===== config.mk =====
export PLATFORM = sky130hd
export DESIGN_NAME = phys_scheduler
export DESIGN_NICKNAME = d
export VERILOG_FILES = /design/src/rtl/phys_pkg.sv /design/src/rtl/pair_cooldown.sv /design/src/rtl/phys_scheduler.sv
export SDC_FILE = /design/constraint.sdc
export NUM_CORES = 1
export LEC_CHECK = 0
export BUFFER_PORTS_ARGS = -buffer_cell sky130_fd_sc_hd__buf_2
export CORE_ASPECT_RATIO = 0.6
export CORE_UTILIZATION = 44
export DETAILED_ROUTE_END_ITERATION = 7
export PLACE_DENSITY_LB_ADDON = 0.05
export SLEW_MARGIN = 25
export SYNTH_ARGS = -nofsm -noshare
export SYNTH_HDL_FRONTEND = slang
export SYNTH_SLANG_ARGS = --single-unit

===== constraint.sdc =====
create_clock -name clk -period 2 [get_ports clk]
set_input_delay 0.3 -clock clk [delete_from_list [all_inputs] [get_ports clk]]
set_output_delay 0.3 -clock clk [all_outputs]
set_load 0.03 [all_outputs]

===== src/rtl/phys_pkg.sv =====
// Shared types and constants for the per-frame physics sequencer.
// Pair table lists the 4-dog pairs in lexicographic order; smaller N uses the entries with b < N.
package phys_pkg;

  localparam int MAX_DOGS  = 4;
  localparam int MAX_PAIRS = 6;
  localparam int PAIR_W    = 3;

  typedef enum logic [1:0] {IDLE, UPD, COL, DONE} state_t;

  typedef struct packed {
    logic [1:0] a;
    logic [1:0] b;
  } pair_t;

  localparam pair_t PAIR_LUT [MAX_PAIRS] = '{
    '{2'd0, 2'd1}, '{2'd0, 2'd2}, '{2'd0, 2'd3},
    '{2'd1, 2'd2}, '{2'd1, 2'd3}, '{2'd2, 2'd3}
  };

  // p-th pair among those whose dogs both exist for an n-dog configuration
  function automatic pair_t pair_of(input int n, input logic [PAIR_W-1:0] p);
    int    k;
    pair_t r;
    k = 0;
    r = '0;
    for (int i = 0; i < MAX_PAIRS; i++) begin
      if (int'(PAIR_LUT[i].b) < n) begin
        if (k == int'(p)) r = PAIR_LUT[i];
        k = k + 1;
      end
    end
    return r;
  endfunction

endpackage


===== src/rtl/pair_cooldown.sv =====
// Per-pair collision cooldown counters: load on applied hit, all decrement once per frame start.
// Zero flag for the selected pair is combinational; load takes effect at the next edge.
module pair_cooldown import phys_pkg::*; #(
  parameter int CD_FRAMES = 5
) (
  input  logic              clk,
  input  logic              rst_n,
  input  logic [PAIR_W-1:0] pair,
  input  logic              load,
  input  logic              dec_all,
  output logic              zero
);

  logic [3:0] cnt [MAX_PAIRS];

  always_ff @(posedge clk or negedge rst_n) begin
    if (!rst_n) begin
      for (int i = 0; i < MAX_PAIRS; i++) cnt[i] <= 4'd0;
    end else begin
      for (int i = 0; i < MAX_PAIRS; i++) begin
        if (load && pair == PAIR_W'(i))
          cnt[i] <= 4'(CD_FRAMES);
        else if (dec_all && cnt[i] != 4'd0)
          cnt[i] <= cnt[i] - 4'd1;
      end
    end
  end

  always_comb begin
    zero = 1'b1;
    for (int i = 0; i < MAX_PAIRS; i++)
      if (pair == PAIR_W'(i)) zero = (cnt[i] == 4'd0);
  end

endmodule


===== src/rtl/phys_scheduler.sv =====
// Frame sequencer: N updates then P pair checks over req/ack, one transaction per ack (1 cycle min).
// Stalls on missing ack up to TIMEOUT cycles, then skips; ticks while busy queue one deep.
module phys_scheduler import phys_pkg::*; #(
  parameter int N         = 4,
  parameter int IDX_W     = 2,
  parameter int CD_FRAMES = 5,
  parameter int TIMEOUT   = 63
) (
  input  logic             clk,
  input  logic             rst_n,
  input  logic             frame_tick,
  input  logic             enable,
  output logic             upd_req,
  output logic [IDX_W-1:0] upd_idx,
  input  logic             upd_ack,
  output logic             col_req,
  output logic [IDX_W-1:0] col_idx_a,
  output logic [IDX_W-1:0] col_idx_b,
  input  logic             col_ack,
  input  logic             col_hit,
  output logic             col_apply,
  output logic             frame_done,
  output logic             busy,
  output logic             overrun,
  output logic             ack_err
);

  localparam int P = N * (N - 1) / 2;

  state_t            state, state_nxt;
  logic [IDX_W-1:0]  idx;
  logic [PAIR_W-1:0] pair;
  logic [7:0]        tcnt;
  logic              pending;
  logic              start, waiting, tmo, upd_adv, col_adv, last_idx, last_pair;
  logic              cd_zero, tick_busy;
  pair_t             cur_pair;

  assign cur_pair   = pair_of(N, pair);
  assign upd_req    = (state == UPD);
  assign col_req    = (state == COL);
  assign frame_done = (state == DONE);
  assign busy       = (state != IDLE);
  assign upd_idx    = idx;
  assign col_idx_a  = IDX_W'(cur_pair.a);
  assign col_idx_b  = IDX_W'(cur_pair.b);

  assign start     = (state == IDLE) && enable && (frame_tick || pending);
  assign tick_busy = busy && frame_tick && enable;
  assign waiting   = (upd_req && !upd_ack) || (col_req && !col_ack);
  // expiry fires on the TIMEOUT-th consecutive waiting cycle of a request
  assign tmo       = waiting && (tcnt == 8'(TIMEOUT - 1));
  assign upd_adv   = upd_req && (upd_ack || tmo);
  assign col_adv   = col_req && (col_ack || tmo);
  assign last_idx  = (idx == IDX_W'(N - 1));
  assign last_pair = (pair == PAIR_W'(P - 1));
  assign col_apply = col_req && col_ack && col_hit && cd_zero;

  always_comb begin
    state_nxt = state;
    case (state)
      IDLE:    if (start) state_nxt = UPD;
      UPD:     if (upd_adv && last_idx) state_nxt = COL;
      COL:     if (col_adv && last_pair) state_nxt = DONE;
      DONE:    state_nxt = IDLE;
      default: state_nxt = IDLE;
    endcase
  end

  always_ff @(posedge clk or negedge rst_n) begin
    if (!rst_n) state <= IDLE;
    else        state <= state_nxt;
  end

  always_ff @(posedge clk or negedge rst_n) begin
    if (!rst_n) begin
      idx     <= '0;
      pair    <= '0;
      tcnt    <= '0;
      pending <= 1'b0;
      overrun <= 1'b0;
      ack_err <= 1'b0;
    end else begin
      if (start)
        idx <= '0;
      else if (upd_adv && !last_idx)
        idx <= idx + IDX_W'(1);

      if (upd_adv)
        pair <= '0;
      else if (col_adv && !last_pair)
        pair <= pair + PAIR_W'(1);

      if (upd_adv || col_adv) tcnt <= '0;
      else if (waiting)       tcnt <= tcnt + 8'd1;
      else                    tcnt <= '0;

      if (tick_busy)  pending <= 1'b1;
      else if (start) pending <= 1'b0;

      if (tick_busy) overrun <= 1'b1;
      if (tmo)       ack_err <= 1'b1;
    end
  end

  pair_cooldown #(.CD_FRAMES(CD_FRAMES)) u_cooldown (
    .clk     (clk),
    .rst_n   (rst_n),
    .pair    (pair),
    .load    (col_apply),
    .dec_all (start),
    .zero    (cd_zero)
  );

endmodule


==> impl_results.md <==
* Status: finished, violations left
* Failing checks: setup timing
* Root Driver: clkbuf_8
* Die area at ~6300 sq um
* Max-Cap Viols at 0
* TritonCTS Buffers at 5
* Register area share after synthesis at around two fifths
* CP most frequent cell: o211ai_1
* Period utilization at 110%
* Share of layout cells above drive strength 1 at between 20% and 30%
* EDFF count, synth at 0
* Largest net degree at the start of global routing at 43
* Combinational share of power at about 57%
* Fin. Hold Viols at 0
* Antenna Nets Post-Route at 0
* H-tree levels at 2
* Global Route met3 Usage at 4.03%
* Top-area cell type share of the netlist area at roughly 40%
* Post-synth cell types at between 50 and 60
* DP Worst Slack at ~14 ps
* WL/cell at 14.0 um
* Max Fclk at around 0.46 GHz
* CP cell instances: inv_2 -> ha_4 -> or4b_4 -> o211ai_1 -> o211ai_1 -> nand2_1 -> buf_6
* Pwr Density at between 1000 and 1500 nW/um^2
* Total congestion overflow at 0
* Top cells by area, synth: dfrtp_1 40%, ha_1 11%, xnor2_1 4.0%
* CP Data Required Time at around 1700 ps
* Period minus WS final at between 2000 and 2500 ps
* Critical path class: flip-flop to output port
* CP Launch Type: flip-flop
* Syn nets at ~290
* Unrepaired setup endpoints after global routing: true
* Worst-case clock buffer depth at 2
* Yosys Warn Count at 0
* First-pass GRT wire length at approximately 9400 um
* Max_slew headroom at between 60% and 70%
* Die Wd at approximately 100 um
* DRC at 0
* Clk_skew at about 7.7 ps
* Cell with the most instances after synthesis: dfrtp_1
* CP top delay family: simple AND/OR/NAND/NOR gates
* Final setup margin at -196 ps
* Worst Hold Slack at between 60 and 70 ps
* DRT Wirelength at approximately 5600 um
* Vias per inst at 5.10
* DIE HEIGHT at 61.7 um
* Hpwl dp at 4100 um
* Most Crowded Layer GR: met1
* Top cells by count, synth: 42 x dfrtp_1, 23 x ha_1, 23 x inv_1, 22 x nor2_1, 20 x nand2_1
* CTS clk-pin slew, worst paths at around 80 ps
* Yosys top cell by area: dfrtp_1
* CP max-delay cell: or4b_4
* Synthesis-to-layout area growth at 23.6%
* Number of global-route vias before repair at 1890
* Ys async rst share at 100%
* # diodes at 0
* Measured slew at the worst slew-check pin at approximately 540 ps
* Net switching power at 1.97 mW
* Sw frac at 42.1%
* Ports at 20
* Met1 usage at between 30% and 40%
* Nets at 351
* Drt first pass iters at 4
* Setup violators final at 2
* Met2 Track Usage GR at around 27%
* Port bufs at 19
* Leakage at approximately 1.5 nW
* Setup crit end kind: output port
* Total power at approximately 4.7 mW
* GP Congestion at 0.767
* CP peak stage delay at roughly 530 ps
* Site Rows at 21
* Starting Density at approximately 46%
* Synth Register Bits at 42
* Initial antenna violation count at 0
* HP Class: input port to asynchronous set/reset pin
* Mean Syn Cell Area at roughly 9.9 sq um
* Total track usage at between 20% and 30%
* Largest fanout on the critical path at 6
* Internal power at approximately 2.7 mW
* Synthesized cell area at roughly 2600 sq um
* Core area at about 5600 sq um
* Clock share of power at between 10 and 15%
* Clock Latency Late Sink at just under 300 ps
* CTS sink count at 42
* Max-slew violation count at 0
* DR iter-0 viols at roughly 120
* Cells after Synth at around 260
* Worst vdd ir at slightly below 0.6 mV
* Share of power burned in registers at a little under a third
* Worst EP arrival at around 1900 ps
* Vias at 2049
* Final Util at roughly 57%
* Main synth FF type: dfrtp_1
* CTS tree: done
* Total negative setup slack at -240 ps
* Worst path bufs/invs at 2
==> cell families (layout without fill, tap and decap cells) <==
kind of cell	Yosys count	in the layout	synth area share, %
flip-flops	42	42	40.2
AND/OR/NAND/NOR	92	92	18.6
XOR/XNOR	19	19	6.37
AO/OA/AOI/OAI	49	49	14.7
adder cells (fa/ha/maj)	23	23	11.0
multiplexers	10	10	4.02
buffers and inverters	29	87	5.12
==> final cells by class <==
| class | count | area [sq um] |
|---|---|---|
| Fill cell | 526 | 2420 |
| Clock inverter | 1 | 5.00 |
| Timing Repair Buffer | 54 | 370 |
| Tap cell | 80 | 100 |
| Sequential cell | 42 | 1050 |
| Clock buffer | 7 | 86.3 |
| Multi-Input combinational cell | 193 | 1520 |
| Inverter | 25 | 93.8 |
==> timing repair <==
action / in CTS / in global routing
buffers inserted: 9 / 4
pin swaps: 5 / 6
hold buffers: 0 / 0
gates resized for setup: 19 / 11
endpoints found under the setup margin: 3 / 8
==> through the flow <==
stage | std cells | instance area [sq um]
after floorplan | 264 | 2610
after global placement | 384 | 2960
after detailed placement | 384 | 2960
after CTS | 401 | 3190
after global routing | 402 | 3230
final | 402 | 3230
==> worst reg2reg max path: cells and delay by family, from the launching register on <==
kind	cells	cell delay (ps)
AOI/OAI and AO/OA	3	730
adders and majority gates	2	330
buffers and inverters	2	320
DFF	1	400
==> per-layer routing <==
| metal | part of all wire [%] | routed length (um) | vias to the layer above |
|---|---|---|---|
| met1 | 58 | 3240 | 962 |
| met2 | 38 | 2130 | 25 |
| met5 | 0 | 0 | - |
| met4 | 1.0 | 57 | 0 |
| li1 | - | - | 1055 |
| met3 | 3.4 | 190 | 7 |
==> final timing paths <==
kind / from / end / slack, ps / cells after the start
max: pair[1] / col_apply / -200 / 7
min: rst_n / overrun / 60 / 2
max reg2reg: pair[1] / u_cooldown.cnt[21] / 140 / 7
min reg2reg: ack_err / ack_err / 470 / 1
max in group asynchronous: rst_n / u_cooldown.cnt[12] / 1560 / 2
min in group clk: enable / pending / 260 / 2
==> power by group through the flow <==
stage / registers [mW] / clock network [mW] / logic, mW
2_1_floorplan: 1.44 / 0 / 1.61
3_3_place_gp: 1.45 / 0 / 2.35
3_5_place_dp: 1.45 / 0 / 2.38
4_1_cts: 1.44 / 0.587 / 2.59
5_1_grt: 1.49 / 0.627 / 3.00
6_report: 1.44 / 0.571 / 2.67
==> placed cells by master (no fill, tap or decap), types with 7 or more instances in the layout <==
master,Yosys,routed
dfrtp_1,42,42
buf_4,1,35
nor2_1,22,22
nand2_1,20,20
inv_1,23,17
buf_2,1,17
nand3_1,16,15
ha_1,23,15
xnor2_1,12,12
o21ai_0,11,10
xor2_1,7,7
nor3_1,7,7
==> state kept, by name, indices dropped and copies added, names as in the netlist <==
register and cells:
tcnt 8, ack_err 1, u_cooldown.cnt 24, upd_idx 2, state 2, overrun 1
pair 3, pending 1
(Power assumes the default switching activity.)
